==> config.mk <==
export PLATFORM = sky130hd
export DESIGN_NAME = pipeline_hazard_ctrl
export DESIGN_NICKNAME = d
export VERILOG_FILES = /design/src/rtl/mips_pipe_pkg.sv /design/src/rtl/pipeline_hazard_ctrl_sat_counter.sv /design/src/rtl/pipeline_hazard_ctrl.sv
export SDC_FILE = /design/constraint.sdc
export NUM_CORES = 1
export LEC_CHECK = 0
export BUFFER_PORTS_ARGS = -buffer_cell sky130_fd_sc_hd__buf_2
export CAP_MARGIN = 5
export CORE_AREA = 4 4 81 83
export CTS_BUF_LIST = sky130_fd_sc_hd__clkbuf_16
export CTS_CLUSTER_SIZE = 16
export DETAILED_ROUTE_END_ITERATION = 16
export DIE_AREA = 0 0 85 87
export PLACE_DENSITY = 0.49
export REMOVE_ABC_BUFFERS = 1
export SLEW_MARGIN = 20
export SYNTH_ARGS = -nofsm -noshare
export SYNTH_HDL_FRONTEND = slang
export SYNTH_SLANG_ARGS = --single-unit
==> constraint.sdc <==
create_clock -name clk -period 6.21 [get_ports clk]
set_clock_uncertainty 0.2 [all_clocks]
set_input_delay 0.3105 -clock clk [delete_from_list [all_inputs] [get_ports clk]]
set_output_delay 0.3105 -clock clk [all_outputs]
set_load 0.05 [all_outputs]
==> src/rtl/mips_pipe_pkg.sv <==
// Shared definitions for the MIPS pipeline control blocks.
package mips_pipe_pkg;

    // Hazard controller sequencing states.
    typedef enum logic [1:0] {
        RUN        = 2'd0,
        LOAD_STALL = 2'd1,
        FLUSH      = 2'd2
    } hz_state_e;

    // Register $0 is hard-wired to zero, so it can never carry a dependency.
    localparam logic [4:0]  REG_ZERO  = 5'd0;

    // Encoding loaded into IF/ID when it is flushed.
    localparam logic [31:0] NOP_INSTR = 32'h0000_0000;

    // A load in EX whose destination is read by the instruction in ID.
    function automatic logic load_use_hazard(
        input logic       ex_mem_read,
        input logic [4:0] ex_rt,
        input logic [4:0] id_rs,
        input logic [4:0] id_rt,
        input logic       id_uses_rt
    );
        return ex_mem_read && (ex_rt != REG_ZERO) &&
               ((ex_rt == id_rs) || (id_uses_rt && (ex_rt == id_rt)));
    endfunction

endpackage

==> src/rtl/pipeline_hazard_ctrl_sat_counter.sv <==
// Saturating up-counter used for pipeline performance statistics.
module sat_counter #(
    parameter int W = 16
) (
    input  logic         clk,
    input  logic         rst_n,
    input  logic         inc,
    output logic [W-1:0] count
);

    logic [W-1:0] count_q;
    logic [W-1:0] count_d;

    // Increment on request, but stick at the all-ones value instead of wrapping.
    always_comb begin
        count_d = count_q;
        if (inc && (count_q != {W{1'b1}})) begin
            count_d = count_q + 1'b1;
        end
    end

    // Count register, cleared whenever the pipeline is in reset.
    always_ff @(posedge clk or negedge rst_n) begin
        if (!rst_n) begin
            count_q <= '0;
        end else begin
            count_q <= count_d;
        end
    end

    assign count = count_q;

endmodule

==> src/rtl/pipeline_hazard_ctrl.sv <==
// Hazard and sequencing controller for the 5-stage MIPS pipeline: load-use
// stalls, taken-branch flushes and data-memory freeze, plus stall/flush counters.
module pipeline_hazard_ctrl
    import mips_pipe_pkg::*;
#(
    parameter int FLUSH_CYCLES = 1,
    parameter int CNT_W        = 16
) (
    input  logic             clk,
    input  logic             rst_n,
    input  logic [4:0]       id_rs,
    input  logic [4:0]       id_rt,
    input  logic             id_uses_rt,
    input  logic             ex_mem_read,
    input  logic [4:0]       ex_rt,
    input  logic             ex_branch_taken,
    input  logic             mem_busy,
    output logic             pc_write,
    output logic             if_id_write,
    output logic             if_id_flush,
    output logic             id_ex_bubble,
    output logic             ex_mem_hold,
    output logic [CNT_W-1:0] stall_count,
    output logic [CNT_W-1:0] flush_count
);

    // Extra flush cycles that follow the branch cycle itself.
    localparam logic [2:0] FLUSH_RELOAD = 3'(FLUSH_CYCLES - 1);
    localparam bit         MULTI_FLUSH  = (FLUSH_CYCLES > 1);

    hz_state_e  state_q, state_d;
    logic [2:0] flush_left_q, flush_left_d;
    logic       load_use;

    assign load_use = load_use_hazard(ex_mem_read, ex_rt, id_rs, id_rt, id_uses_rt);

    // Next-state and same-cycle control outputs; memory wait beats branch beats load-use.
    always_comb begin
        state_d      = state_q;
        flush_left_d = flush_left_q;
        pc_write     = 1'b1;
        if_id_write  = 1'b1;
        if_id_flush  = 1'b0;
        id_ex_bubble = 1'b0;
        ex_mem_hold  = 1'b0;

        if (mem_busy) begin
            // Freeze everything; branch/load-use inputs will be presented again.
            pc_write    = 1'b0;
            if_id_write = 1'b0;
            ex_mem_hold = 1'b1;
        end else begin
            case (state_q)
                FLUSH: begin
                    if_id_flush = 1'b1;
                    if (ex_branch_taken) begin
                        flush_left_d = FLUSH_RELOAD;
                    end else begin
                        flush_left_d = flush_left_q - 3'd1;
                        if (flush_left_q <= 3'd1) begin
                            state_d = RUN;
                        end
                    end
                end
                default: begin
                    // RUN and LOAD_STALL share outputs; LOAD_STALL never re-stalls.
                    if (ex_branch_taken) begin
                        if_id_flush  = 1'b1;
                        id_ex_bubble = 1'b1;
                        if (MULTI_FLUSH) begin
                            state_d      = FLUSH;
                            flush_left_d = FLUSH_RELOAD;
                        end else begin
                            state_d = RUN;
                        end
                    end else if (load_use && (state_q == RUN)) begin
                        pc_write     = 1'b0;
                        if_id_write  = 1'b0;
                        id_ex_bubble = 1'b1;
                        state_d      = LOAD_STALL;
                    end else begin
                        state_d = RUN;
                    end
                end
            endcase
        end

        // Reset takes effect on the control outputs immediately, not at the next edge.
        if (!rst_n) begin
            pc_write     = 1'b0;
            if_id_write  = 1'b0;
            if_id_flush  = 1'b1;
            id_ex_bubble = 1'b1;
            ex_mem_hold  = 1'b0;
        end
    end

    // State and flush down-counter registers.
    always_ff @(posedge clk or negedge rst_n) begin
        if (!rst_n) begin
            state_q      <= RUN;
            flush_left_q <= 3'd0;
        end else begin
            state_q      <= state_d;
            flush_left_q <= flush_left_d;
        end
    end

    sat_counter #(.W(CNT_W)) u_stall_cnt (
        .clk   (clk),
        .rst_n (rst_n),
        .inc   (~pc_write),
        .count (stall_count)
    );

    sat_counter #(.W(CNT_W)) u_flush_cnt (
        .clk   (clk),
        .rst_n (rst_n),
        .inc   (if_id_flush),
        .count (flush_count)
    );

endmodule
==> metrics.cfg, run 1 <==
[status]
status=completed

[timing]
setup_viol=0
period_needed_ns=2.899
worst_slew_pin_slew_ns=0.7761
drv_slew=0
slew_headroom_pct=48.26
rsz0062_at_grt=no
hold_viol_final=0
fin_hold_ws_ns=0.04691
fin_tns_setup_ns=0
fin_crit_sh_pct=46.68
max_freq_ghz=0.3450

[power]
power_density_nw_per_um2=403.5
power_uw=892.5
power.leakage_uw=0.001058
clkPwrFrac_pct=25.7
intPower_uw=502.2
netSwitchingPower_uw=390.3
p_comb_share_pct=38.3
vdd_ir_drop_max_mv=0.2906
switching_share_pct=43.73
seq_power_share_pct=36.0

[grt]
track_usage_pct=11.35
antenna_found_initial=0
grt_pass1_wl_um=6713
grt-ovfl-total=0
grt_max_degree=35
grt_pass1_vias=1440

[synthesis]
synth_area_leaders=dfrtp_1 48%, xnor2_1 16%, nand3_1 5.3%
synth.distinct_cells=31
netlist.area_leader.share_pct=48.46
async_flop_share_pct=100.0
syn_inst=166
synth_area_leader_cell=dfrtp_1
avgSynthCellArea_sq_um=10.27
post-synth-top-count-cell=dfrtp_1
synth_edf_count=0
synth_seq_cells=33
seq_area_frac_synth_pct=48.46
synth_commonest_cells=33 x dfrtp_1, 32 x xnor2_1, 18 x nand3_1, 17 x nand2_1
mappedNetlistArea_sq_um=1704
synth_ff_type=dfrtp_1
yosysWarnings=0

[final_layout]
final_cell_count_no_fill=305
area_delta_synth_final_pct=29.81
diodes=0
final_nets=252
fill_cells=595
drive_gt1_share_pct=30.00

[route]
drt-wirelength-per-cell_um=12.79
drt-initial-drc-count=44
vias_per_cell=4.626
wirelength_um=3900
drc_errors=0
firstDrtPassIters=4
vias=1411
antenna_violating_nets_post_route=0

[die]
core_area_sq_um=5851
die_x_um=85
dieHeight_um=87
dieArea_sq_um=7395
ios=58
row_count=28
start_util_pct=29.13

[clocking]
h-tree-depth=2
cts_tree=done
post_cts_buffers=0
cts_buffer_depth=2
cts_hold_buf=1
ctsRootBufferMaster=clkbuf_16
cts_resized=0
clk_latency_ns=0.27
cts-buffers-inserted=5
cts.clk_slew.worst_paths_ns=0.05
cts_sinks=33

[run]
cap_violations=0

[setup_path]
cp-start-kind=primary input
worst_ep_required_time_ns=5.70
path_class=primary input to output pin
cp.arrival_ns=2.39
worst_setup_path_end_kind=output pin
path_max_fanout=34

[place]
placed_cells=296
gp_congestion=0.7428
dp_hpwl_um=3051
numPortBuffers=57

[worst_hold_path]
min_path_type=primary input to flop

[final timing paths]
path                                         endpoint                 start  cells after the start  slack, ns
min in group asynchronous       u_flush_cnt.count[11]                 rst_n                      2       0.45
worst max-delay path                         pc_write                 rst_n                      6       3.31
max in group asynchronous        u_stall_cnt.count[0]                 rst_n                      2       4.86
worst min-delay path                       state_q[0]       ex_branch_taken                      2       0.05
worst max register to register   u_stall_cnt.count[1]  u_stall_cnt.count[4]                      6       3.91
worst min register to register   u_stall_cnt.count[7]  u_stall_cnt.count[7]                      1       0.28
[cell type report]
class	count	area (sq um)	share of cell area (%)
sequential	33	825.8	37.33
timing repair buffer	58	295.3	13.35
multi-input combinational	127	844.6	38.18
clock inverter	3	12.51	0.5656
inverter	4	15.01	0.6787
clock buffer	5	125.1	5.656
tap	75	93.84	4.242
[cells in the final DEF (no fill, tap or decap), types with 2 or more instances in the layout]
master	n
nor3_1	3
xnor2_1	32
dfrtp_1	33
nand2_1	17
nor2_1	11
nand3_1	18
nand4_1	11
inv_1	4
o21ai_2	2
clkbuf_16	5
and3_1	7
buf_2	57
xor2_1	6
clkinv_1	2
ha_1	2
mux2_2	2
[logic make-up after synthesis]
group / Yosys count / share of synthesized area, %
flops: 33 / 48.46
buf+inv: 6 / 1.982
mux: 2 / 1.321
xor+xnor: 38 / 19.53
compound gates: 8 / 3.892
fa+ha+maj: 2 / 1.468
simple gates: 77 / 23.35
[state kept, by name, indices dropped and copies added (netlist names)]
name	flops
state_q	1
u_flush_cnt.count	16
u_stall_cnt.count	16
[through the flow]
step	cell area (sq um)	util (%)	setup WS, ns
floorplan	1685	-	3.680
CTS	2212	37.81	3.224
detailed placement	2064	35.29	3.733
finish	2212	37.81	3.311
global placement	2064	35.29	3.753
global route	2212	37.81	3.038
[power groups by stage]
stage                     registers [uW]  clock network [uW]  logic [uW]
after floorplan                      479                   0        97.5
after global placement               327                   0         343
after detailed placement             326                   0         346
after CTS                            323                 236         347
after global routing                 330                 246         366
final                                321                 229         342
[worst max-delay path: stages]
cell and delay, ns:
dlygate4sd3_1 0.52, buf_2 0.62, inv_1 0.18, a211o_4 0.40, inv_1 0.10, buf_2 0.26
[metal layers]
layer,share of wire (%),up-vias,global-route usage [%]
li1,-,709,-
met1,44,660,13.98
met5,0,-,0
met4,0.77,0,3.453
met2,49,37,19.42
met3,6.1,5,3.027
No activity file was read; power rests on OpenSTA's default activity.
==> run 2: changes to the inputs <==
--- a/config.mk
+++ b/config.mk
@@ -5,14 +5,15 @@
 export SDC_FILE = /design/constraint.sdc
 export NUM_CORES = 1
 export LEC_CHECK = 0
+export ABC_AREA = 1
 export BUFFER_PORTS_ARGS = -buffer_cell sky130_fd_sc_hd__buf_2
 export CAP_MARGIN = 5
-export CORE_AREA = 4 4 81 83
+export CORE_AREA = 4 4 89 91
 export CTS_BUF_LIST = sky130_fd_sc_hd__clkbuf_16
 export CTS_CLUSTER_SIZE = 16
 export DETAILED_ROUTE_END_ITERATION = 16
-export DIE_AREA = 0 0 85 87
-export PLACE_DENSITY = 0.49
+export DIE_AREA = 0 0 93 95
+export PLACE_DENSITY = 0.48
 export REMOVE_ABC_BUFFERS = 1
 export SLEW_MARGIN = 20
 export SYNTH_ARGS = -nofsm -noshare
==> constraint.sdc (replaced) <==
create_clock -name clk -period 2.85 [get_ports clk]
set_clock_uncertainty 0.2 [all_clocks]
set_input_delay 0.1425 -clock clk [delete_from_list [all_inputs] [get_ports clk]]
set_output_delay 0.1425 -clock clk [all_outputs]
set_load 0.05 [all_outputs]
==> metrics.cfg, run 2 <==
[route]
vias=1964  ; +39%
firstDrtPassIters=4  ; unchanged
drc_errors=0  ; unchanged
drt-wirelength-per-cell_um=11.35  ; -11%
antenna_violating_nets_post_route=0  ; unchanged
wirelength_um=5166  ; +32%
drt-initial-drc-count=78  ; +77%
vias_per_cell=4.316  ; -6.7%

[final_layout]
area_delta_synth_final_pct=25.03
final_cell_count_no_fill=455  ; +49%
drive_gt1_share_pct=21.63  ; -8.4 points
final_core_util_pct=36.87  ; -0.94 points
final_nets=378  ; +50%
most-common-layout-cells=96 x nand2_1, 57 x buf_2, 44 x inv_1
diodes=0  ; unchanged
fill_cells=806  ; +35%
final_common_cell=nand2_1
postLayoutCellArea_sq_um=2631  ; +19%

[die]
ios=58  ; unchanged
dieArea_sq_um=8835  ; +19%
dieHeight_um=95  ; +9.2%
die_x_um=93  ; +9.4%
core_area_sq_um=7137  ; +22%
row_count=31  ; +11%
start_util_pct=29.49  ; +0.36 points

[place]
place_area_sq_um=2475  ; +20%
gp_congestion=0.8085  ; +8.8%
dp_hpwl_um=3941  ; +29%
placed_cells=445  ; +50%
numPortBuffers=57  ; unchanged

[power]
vdd_ir_drop_max_mv=0.3485  ; +20%
power.leakage_uw=0.001431  ; +35%
power_uw=1841  ; +110%
power_density_nw_per_um2=699.5  ; +73%

[synthesis]
synth_area_leaders=dfrtp_1 39%, nand2_1 17%, nand3_1 8.1%
mappedNetlistArea_sq_um=2105  ; +23%
seq_area_frac_synth_pct=39.24  ; -9.2 points
avgSynthCellArea_sq_um=7.183  ; -30%
post-synth-top-count-cell=nand2_1
synth.distinct_cells=24  ; -23%
synth_ff_type=dfrtp_1
synth_seq_cells=33  ; unchanged
synth_commonest_cells=96 x nand2_1, 41 x inv_1, 34 x nand3_1, 33 x dfrtp_1, 28 x nor2_1
netlist.area_leader.share_pct=39.24  ; -9.2 points
syn_inst=293  ; +77%
yosysWarnings=0  ; unchanged
synth_edf_count=0  ; unchanged
synth_area_leader_cell=dfrtp_1
async_flop_share_pct=100.0  ; unchanged

[timing]
max_freq_ghz=0.4351
slew_headroom_pct=65.36  ; +17 points
setup_viol=0  ; unchanged
fin_crit_sh_pct=80.65
fin_tns_setup_ns=0  ; unchanged
drv_slew=0  ; unchanged
period_needed_ns=2.298
worst_slew_pin_slew_ns=0.5181  ; -0.2580 ns
rsz0062_at_grt=no
hold_viol_final=0  ; unchanged

[setup_path]
slowest_stage=dlygate4sd3_1
crit_path_cell_trace=dlygate4sd3_1, buf_2, buf_4, nand3_4, inv_1, buf_2
max_stage_delay_ns=0.53  ; -0.09 ns
critPathTopFamily=buffers and inverters
cp.arrival_ns=1.96  ; -0.43 ns
crit_buf_inv=5  ; unchanged
cp-start-kind=primary input
path_max_fanout=35  ; +2.9%
reg2reg_slack_ns=0.57  ; -3.34 ns
worst_setup_path_end_kind=output pin
worst_ep_required_time_ns=2.51  ; -3.19 ns
path_class=primary input to output pin
path_common_cell=buf_2

[clocking]
cts.clk_slew.worst_paths_ns=0.05  ; about the same
cts-buffers-inserted=5  ; unchanged
ctsRootBufferMaster=clkbuf_16
clk_latency_ns=0.28  ; about the same
cts_resized=0  ; unchanged
h-tree-depth=2  ; unchanged
cts_sinks=33  ; unchanged
cts_tree=done
cts_buffer_depth=2  ; unchanged

[grt]
grt_max_degree=36  ; +2.9%
track_usage_pct=12.25  ; +0.90 points
grt-ovfl-total=0  ; unchanged
antenna_found_initial=0  ; unchanged
grt_pass1_wl_um=8576  ; +28%
grt_pass1_vias=1830  ; +27%

[run]
cap_violations=0  ; unchanged

[worst_hold_path]
min_path_type=primary input to flop

[status]
status=completed

run 2: cell types whose count changed after synthesis, sizes merged, moves of 3 or more:
cell   change
xnor2     -23
buf        +3
nor2      +18
and3       -7
inv       +41
nand4      -5
nand3     +18
xor2       +9
nor3       +6
nand2     +80
run 2: power breakdown:
group	switching, uW	internal [uW]	leakage, uW	total [uW]
Sequential	114	555	0.000430	669
Combinational	492	174	0.000923	666
Clock	192	314	0.0000776	506
Total	798	1040	0.00143	1840
run 2: layout make-up:
| cell class | instances | area [sq um] | share of cell area, % |
|---|---|---|---|
| repair buffers | 60 | 312.8 | 11.89 |
| flip-flops and latches | 33 | 825.8 | 31.38 |
| well taps | 99 | 123.9 | 4.708 |
| clock inverters | 3 | 11.26 | 0.4280 |
| inverters | 45 | 168.9 | 6.419 |
| clock buffers | 5 | 125.1 | 4.755 |
| multi-input cells | 210 | 1064 | 40.42 |
run 2: worst paths after layout:
| kind | cells past startpoint | start | end |
|---|---|---|---|
| setup / recovery | 6 | rst_n | if_id_write |
| hold / removal | 4 | ex_branch_taken | state_q[0] |
| setup reg to reg | 7 | u_stall_cnt.count[0] | u_stall_cnt.count[15] |
| hold reg to reg | 2 | state_q[0] | state_q[0] |
| max in group asynchronous | 3 | rst_n | u_stall_cnt.count[3] |
| min in group asynchronous | 3 | rst_n | u_flush_cnt.count[12] |
run 2: through the flow:
| step | hold slack [ns] | worst slack (ns) |
|---|---|---|
| floorplan | -0.3531 | 0.6070 |
| global placement | 0.06047 | 0.6429 |
| detailed placement | 0.07092 | 0.5975 |
| CTS | 0.02028 | 0.4580 |
| global route | 0.04459 | 0.3579 |
| finish | 0.02454 | 0.5516 |
run 2: cell families (layout without fill, tap and decap cells):
group                      after synthesis  in the layout  share of synthesized area [%]
buffers and inverters                   50            113                          10.23
AOI/OAI and AO/OA                        4              4                          1.129
xor gates and xnor gates                24             24                          9.989
and+or+nand+nor                        180            180                          38.23
DFF                                     33             33                          39.24
adders and majority gates                2              2                          1.189
run 2: what timing repair did:
action	4_1_cts	5_1_grt
buffers inserted	0	0
endpoints found under the hold margin	34	0
hold buffers	2	0
run 2: worst min-delay path, cell delays in order:
cell	delay, ns
buf_2	0.08
inv_1	0.06
nand3_2	0.10
o21ai_0	0.08
run 2: per-layer routing:
metal,global-route usage [%],up-vias,wire length (um),share of wire [%]
met5,0,-,0,0
met3,3.028,8,296,5.7
met2,18.60,44,2260,44
met4,5.495,0,95,1.8
met1,16.46,879,2513,49
li1,-,1033,-,-
